$ cat config.mk
export PLATFORM = sky130hd
export DESIGN_NAME = operand_loader
export DESIGN_NICKNAME = d
export VERILOG_FILES = /design/src/rtl/operand_loader_pkg.sv /design/src/rtl/operand_loader_byte_assembler.sv /design/src/rtl/operand_loader.sv
export SDC_FILE = /design/constraint.sdc
export NUM_CORES = 1
export LEC_CHECK = 0
export ABC_AREA = 1
export BUFFER_PORTS_ARGS = -buffer_cell sky130_fd_sc_hd__buf_2
export CORE_MARGIN = 10
export CORE_UTILIZATION = 55
export CTS_BUF_LIST = sky130_fd_sc_hd__clkbuf_16
export DETAILED_ROUTE_END_ITERATION = 12
export PLACE_DENSITY_LB_ADDON = 0.25
export SLEW_MARGIN = 40
export SYNTH_ARGS = -nofsm -noshare
export SYNTH_HDL_FRONTEND = slang
export SYNTH_SLANG_ARGS = --single-unit
export TNS_END_PERCENT = 10
$ cat constraint.sdc
create_clock -name clk -period 3.46 [get_ports clk]
set_input_delay 0.173 -clock clk [delete_from_list [all_inputs] [get_ports clk]]
set_output_delay 0.173 -clock clk [all_outputs]
set_load 0.02 [all_outputs]
$ cat src/rtl/operand_loader_pkg.sv
// operand_loader_pkg: shared ALU constants and loader state encoding
package operand_loader_pkg;

    localparam int BYTE_W = 8;

    typedef enum logic [1:0] {
        LOAD_A  = 2'd0,
        LOAD_B  = 2'd1,
        PRESENT = 2'd2
    } state_t;

endpackage

$ cat src/rtl/operand_loader_byte_assembler.sv
// byte_assembler: operand register written one byte lane at a time
module byte_assembler
    import operand_loader_pkg::*;
#(
    parameter int WIDTH = 32,
    parameter int IW    = 2
) (
    input  logic             clk,
    input  logic             rst,
    input  logic             we,
    input  logic [IW-1:0]    idx,
    input  logic [7:0]       din,
    output logic [WIDTH-1:0] q
);

    // write the addressed lane, all other lanes hold
    always_ff @(posedge clk or posedge rst) begin
        if (rst)
            q <= '0;
        else if (we)
            q[idx*BYTE_W +: BYTE_W] <= din;
    end

endmodule

$ cat src/rtl/operand_loader.sv
// operand_loader: assembles two little-endian operands from a byte stream
module operand_loader
    import operand_loader_pkg::*;
#(
    parameter int WIDTH = 32
) (
    input  logic             clk,
    input  logic             rst,
    input  logic             in_valid,
    output logic             in_ready,
    input  logic [7:0]       in_data,
    input  logic             flush,
    output logic [WIDTH-1:0] a,
    output logic [WIDTH-1:0] b,
    output logic             op_valid,
    input  logic             op_ready
);

    localparam int N  = WIDTH / BYTE_W;
    localparam int IW = (N > 1) ? $clog2(N) : 1;
    localparam logic [IW-1:0] LAST = IW'(N - 1);

    state_t        state, state_n;
    logic [IW-1:0] cnt, cnt_n;
    logic          xfer, last, we_a, we_b;

    assign in_ready = !rst && (state != PRESENT);
    assign op_valid = (state == PRESENT);
    assign xfer     = in_valid && in_ready;
    assign last     = (cnt == LAST);
    assign we_a     = xfer && !flush && (state == LOAD_A);
    assign we_b     = xfer && !flush && (state == LOAD_B);

    // state and byte counter registers
    always_ff @(posedge clk or posedge rst) begin
        if (rst) begin
            state <= LOAD_A;
            cnt   <= '0;
        end else begin
            state <= state_n;
            cnt   <= cnt_n;
        end
    end

    // next state: flush wins over transfers and handoff
    always_comb begin
        state_n = state;
        cnt_n   = cnt;
        if (flush) begin
            state_n = LOAD_A;
            cnt_n   = '0;
        end else if (state == PRESENT) begin
            state_n = op_ready ? LOAD_A : PRESENT;
        end else if (xfer) begin
            cnt_n = last ? '0 : cnt + 1'b1;
            if (last)
                state_n = (state == LOAD_A) ? LOAD_B : PRESENT;
        end
    end

    byte_assembler #(.WIDTH(WIDTH), .IW(IW)) u_asm_a (
        .clk (clk),
        .rst (rst),
        .we  (we_a),
        .idx (cnt),
        .din (in_data),
        .q   (a)
    );

    byte_assembler #(.WIDTH(WIDTH), .IW(IW)) u_asm_b (
        .clk (clk),
        .rst (rst),
        .we  (we_b),
        .idx (cnt),
        .din (in_data),
        .q   (b)
    );

endmodule

==> results_dict.tcl, run 1 <==
set metrics [dict create \
    setup_tns_ns 0 \
    clock_latency_ns 0.33 \
    synth_warnings 0 \
    core_area_mm2 0.00561 \
    reg2reg_from "cnt[0]" \
    yosysMostFrequentCell "nand2_1" \
    power_density_mw_per_mm2 516 \
    ant_nets 0 \
    syn_nets 395 \
    setup_viol 0 \
    hold_buffers 0 \
    cp_data_arrival_time_ns 2.26 \
    leakage_nw 2.35 \
    drtIter0Drc 161 \
    worstMarginPinSlew_ns 0.729 \
    cp-end-kind "register" \
    wl_per_cell_um 15.1 \
    final_hold_viol_count 0 \
    ys_seq_area_share_pct 52.3 \
    die_x_um 96.9 \
    die_h_um 96.9 \
    min_period_ns 2.00 \
    cts_tree "built" \
    cts-root-buf "clkbuf_16" \
    critPathSlowestCell "dfrtp_1" \
    p_clk_share_pct 42.7 \
    synth_top_area_share_pct 52.3 \
    n_antenna_cell 0 \
    syn_area_mm2 0.00325 \
    crit_required_ns 3.72 \
    max_stage_delay_ns 0.59 \
    start_util_pct 58.0 \
    final_layout_size_suffix_gt1_share_pct 24.0 \
    htree_levels 3 \
    row_count 27 \
    async_reset_ff_share_pct 100 \
    timing.fmax_ghz 0.501 \
    p_int_mw 1.46 \
    switching_power_uw 530 \
    rsz0062_at_grt "no" \
    post_cts_resized 0 \
    drt-pass1-iter-count 4 \
    syn_to_final_growth_pct 18.7 \
    cts_setup_buffers 0 \
    clkTransAtPathRegs_ns 0.05 \
    die-area_mm2 0.00939 \
    crit_fanout 13 \
    holdWs_ns 0.0422 \
    drv_cap 0 \
    yosysTopAreaCell "dfrtp_1" \
    gp_congestion 0.795 \
    skew_ns 0.00410 \
    grt_pass1_wl_um 13400 \
    cts_buffer_depth 2 \
    vias 2758 \
    finalMaxSlewViolations 0 \
    syn_inst 376 \
    synth_edf_count 0 \
    drc_errors 0 \
    avgSynthCellArea_um2 8.65 \
    power.share.switching_pct 26.6 \
    io_pins 79 \
    crit_path_start_kind "register" \
    synth.distinct_cells 21 \
    status "finished, final reports clean" \
    wirelength_um 7920 \
    grt_antenna_before_repair 0 \
    crit_start "cnt[0]" \
    cpMostUsedCell "nand2_1" \
    grt.total_usage_pct 16.9 \
    ys.flop_type "dfrtp_1" \
    crit_buf_inv 2 \
    peakVddDrop_uv 425 \
    grt_overflow 0 \
    cp_top_family "simple AND/OR/NAND/NOR gates" \
    fin_nets 471 \
    pwr-share-seq_pct 43.9 \
    grt_pass1_vias 2699 \
    crit_chain "inv_2 -> ha_1 -> inv_1 -> nand2_1 -> nor3b_1 -> nand2_1 -> nand2_1" \
    worst-setup-path-type "register to register" \
    dpl.hpwl_um 5810 \
    grt_max_degree 70 \
    numCtsBuffers 9 \
    p_comb_share_pct 13.4 \
    hold_class "primary input to asynchronous set/reset pin" \
    relSlewSlack_pct 51.4 \
    fin_crit_sh_pct 57.7 \
    synthTopCellsByCount "163 x nand2_1, 68 x dfrtp_1, 61 x nand3_1, 27 x nor2_1, 9 x nand2_4" \
    synthTopCellsByArea "dfrtp_1 52%, nand2_1 19%, nand3_1 9.4%" \
    io_buffers 78 \
    via_per_inst 5.24 \
    clock-sinks 68 \
    ys_ff_latch 68 \
]
## through the flow
stage | setup slack (ns) | total power [mW] | utilization [%] | area [µm²] | std cells
after floorplan | 1.54 | 1.07 | - | 3250 | 376
after global placement | 1.61 | 1.15 | 64.0 | 3590 | 513
after detailed placement | 1.50 | 1.16 | 64.0 | 3590 | 513
after CTS | 1.48 | 2.01 | 68.8 | 3860 | 526
after global routing | 1.28 | 2.07 | 68.8 | 3860 | 526
final | 1.46 | 1.99 | 68.8 | 3860 | 526
## per-layer routing
metal | vias up | track usage, % | part of all wire [%]
met5 | - | 0 | 0
met2 | 81 | 26.3 | 47
met3 | 11 | 5.68 | 5.6
met4 | 0 | 5.75 | 1.5
met1 | 1315 | 21.5 | 46
li1 | 1351 | - | -
## cells by family after synthesis
| family | share of synthesized area [%] |
|---|---|
| simple gates | 39.1 |
| buf+inv | 5.96 |
| fa+ha+maj | 2.31 |
| compound gates | 0.308 |
| flops | 52.3 |
## cells in the final DEF (no fill, tap or decap), drive strengths merged
cell / count
bufinv: 1
clkbuf: 9
buf: 79
nor2: 29
nand2: 172
a21oi: 1
nand3: 64
nand3b: 1
o21ai: 1
nor3b: 8
ha: 6
dfrtp: 68
clkinv: 3
inv: 11
nand4: 1
## power by group through the flow
| stage | Sequential, mW | Clock, mW | Combinational, mW |
|---|---|---|---|
| after floorplan | 0.943 | 0 | 0.130 |
| after global placement | 0.887 | 0 | 0.265 |
| after detailed placement | 0.885 | 0 | 0.273 |
| after CTS | 0.874 | 0.860 | 0.272 |
| after global routing | 0.881 | 0.892 | 0.297 |
| final | 0.875 | 0.850 | 0.266 |
## final cells by class
class / instances / area (µm²)
inverters: 11 / 41.3
clock buffers: 9 / 225
flip-flops and latches: 68 / 1700
well taps: 72 / 90.1
multi-input cells: 283 / 1360
repair buffers: 79 / 402
fillers: 475 / 1750
clock inverters: 4 / 43.8
## sequential cells by signal, indices dropped and copies added, names as in the netlist
name,flops
u_asm_a.q,32
u_asm_b.q,32
cnt,2
state,2
## worst reg2reg max path: stages (launching register included)
cell	delay (ns)
dfrtp_1	0.59
inv_2	0.13
ha_1	0.37
inv_1	0.10
nand2_1	0.17
nor3b_1	0.38
nand2_1	0.11
nand2_1	0.09
## path summary, 6_finish.rpt
| check | to | slack, ns | cells past startpoint |
|---|---|---|---|
| min in group clk | state[1] | 0.12 | 4 |
| max reg2reg | u_asm_a.q[2] | 1.46 | 7 |
| min reg2reg | u_asm_a.q[19] | 0.46 | 2 |
| min | u_asm_b.q[3] | 0.04 | 3 |
| max in group asynchronous | u_asm_a.q[8] | 2.96 | 3 |
| max | u_asm_a.q[2] | 1.46 | 7 |
Note: power is estimated with default switching activity, not from simulation.
==> inputs of run 2 (changes only) <==
Settings changed: CORE_UTILIZATION 55 to 53.
Clock period 3.46 ns to 1.9 ns, I/O delays scaled along.
==> results_dict.tcl, run 2 (synthesis gave the netlist of run 1 again) <==
set metrics [dict create \
    status "finished, final reports clean" \
    row_count 28 \
    switching_power_uw 961 \
    syn_to_final_growth_pct 19.8 \
    grt_pass1_vias 2691 \
    n_antenna_cell 0 \
    place_ws_ns 0.156 \
    cts_tree "built" \
    ant_nets 0 \
    p_int_mw 2.54 \
    gp_congestion 0.847 \
    grt_overflow 0 \
    worstMarginPinSlew_ns 0.693 \
    skew_ns 0.00309 \
    cp-end-kind "register" \
    htree_levels 3 \
    critPathSlowestCell "dfrtp_1" \
    wl_per_cell_um 15.3 \
    power_density_mw_per_mm2 898 \
    wirelength_um 8190 \
    grt_max_degree 37 \
    min_period_ns 1.72 \
    leakage_nw 2.37 \
    dr.max_layer_used "met4" \
    wl_met3_um 600 \
    grt_antenna_before_repair 0 \
    start_util_pct 54.6 \
    p_clk_share_pct 40.0 \
    fin_crit_sh_pct 90.6 \
    drtIter0Drc 213 \
    vias 2769 \
    final_common_cell "nand2_1" \
    die_h_um 98.3 \
    relSlewSlack_pct 53.8 \
    cts_setup_buffers 0 \
    drt-pass1-iter-count 5 \
    fin_util_pct 65.4 \
    clock_latency_ns 0.32 \
    cts_buffer_depth 2 \
    crit_required_ns 2.16 \
    grt_pass1_wl_um 13300 \
    p_comb_share_pct 14.4 \
    fin_nets 475 \
    hold_class "primary input to register" \
    peakVddDrop_uv 623 \
    setup_tns_ns 0 \
    clkTransAtPathRegs_ns 0.05 \
    final_layout_size_suffix_gt1_share_pct 24.6 \
    cp_data_arrival_time_ns 1.98 \
    core_area_mm2 0.00596 \
    cpMostUsedCell "nand2_1" \
    final_cells 535 \
    largestRegisters "u_asm_a.q x32, u_asm_b.q x32" \
    pwr-share-seq_pct 45.6 \
    fin_ws_ns 0.178 \
    crit_path_start_kind "register" \
    via_per_inst 5.18 \
    min_from "op_ready" \
    io_pins 79 \
    dpl.hpwl_um 5940 \
    grt.total_usage_pct 16.7 \
    holdWs_ns 0.0671 \
    drv_cap 0 \
    final_area_mm2 0.00390 \
    crit_chain "inv_1 -> ha_1 -> nand2_1 -> nor3b_1 -> nand2_1 -> nand2_1" \
    reg2reg_from "cnt[1]" \
    die-area_mm2 0.00967 \
    total_power_mw 3.50 \
    drc_errors 0 \
    final_hold_viol_count 0 \
    io_buffers 78 \
    wl_met2_um 3960 \
    clock-sinks 68 \
    setup_viol 0 \
    die_x_um 98.3 \
    final_cell_mix "163 x nand2_1, 78 x buf_2, 68 x dfrtp_1, 61 x nand3_1, 27 x nor2_1" \
    timing.fmax_ghz 0.581 \
    placed_area_mm2 0.00363 \
    power.share.switching_pct 27.5 \
    met1Wirelength_um 3450 \
    worst-setup-path-type "register to register" \
    max_stage_delay_ns 0.43 \
    numCtsBuffers 9 \
    cts-root-buf "clkbuf_16" \
    post-place-cells 519 \
    rsz0062_at_grt "yes" \
    crit_start "cnt[1]" \
    finalMaxSlewViolations 0 \
    crit_fanout 8 \
]
-- run 2: cell count changes in the layout (fill, tap and decap cells not counted) --
| cell | previous run | this run |
|---|---|---|
| buf_4 | 0 | 3 |
| inv_1 | 7 | 9 |
| nor3b_1 | 8 | 6 |
| nor3b_2 | 0 | 2 |
| buf_12 | 0 | 1 |
| buf_6 | 1 | 0 |
| bufinv_16 | 1 | 0 |
| clkinv_1 | 1 | 2 |
| dlygate4sd3_1 | 0 | 1 |
-- run 2: path summary, 6_finish.rpt --
check | endpoint | slack, ns | cells past startpoint
max reg2reg | u_asm_b.q[5] | 0.18 | 6
max in group asynchronous | u_asm_a.q[23] | 0.90 | 5
max | u_asm_b.q[5] | 0.18 | 6
min in group asynchronous | state[1] | 0.48 | 4
min reg2reg | u_asm_b.q[23] | 0.46 | 2
min | state[1] | 0.07 | 4
-- run 2: critical path: cells and delay by family, from the launching register on --
| family | cells | cell delay (ns) |
|---|---|---|
| simple gates | 4 | 0.77 |
| flops | 1 | 0.43 |
| buf+inv | 1 | 0.13 |
| fa+ha+maj | 1 | 0.32 |
-- run 2: power groups by stage --
stage	clock network, mW	registers [mW]	logic (mW)
floorplan	0	1.72	0.236
global placement	0	1.61	0.489
global route	1.51	1.61	0.562
CTS	1.43	1.59	0.510
detailed placement	0	1.61	0.509
finish	1.40	1.60	0.504
-- run 2: repair_timing --
| item | 4_1_cts | 5_1_grt |
|---|---|---|
| endpoints found under the setup margin | 0 | 1 |
| hold endpoints to repair | 33 | 0 |
| gates resized for setup | 0 | 2 |
| hold buffers | 1 | 0 |
-- run 2: cell type report --
cell class	count	area, µm²
Clock buffer	9	225
Clock inverter	6	25.0
Fill cell	541	2060
Inverter	11	41.3
Multi-Input combinational cell	283	1370
Sequential cell	68	1700
Tap cell	75	93.8
Timing Repair Buffer	83	443
-- run 2: layer usage --
metal / track usage, % / up-vias
met3: 5.99 / 18
met4: 6.50 / 0
met5: 0 / -
met1: 21.3 / 1296
li1: - / 1358
met2: 25.4 / 97
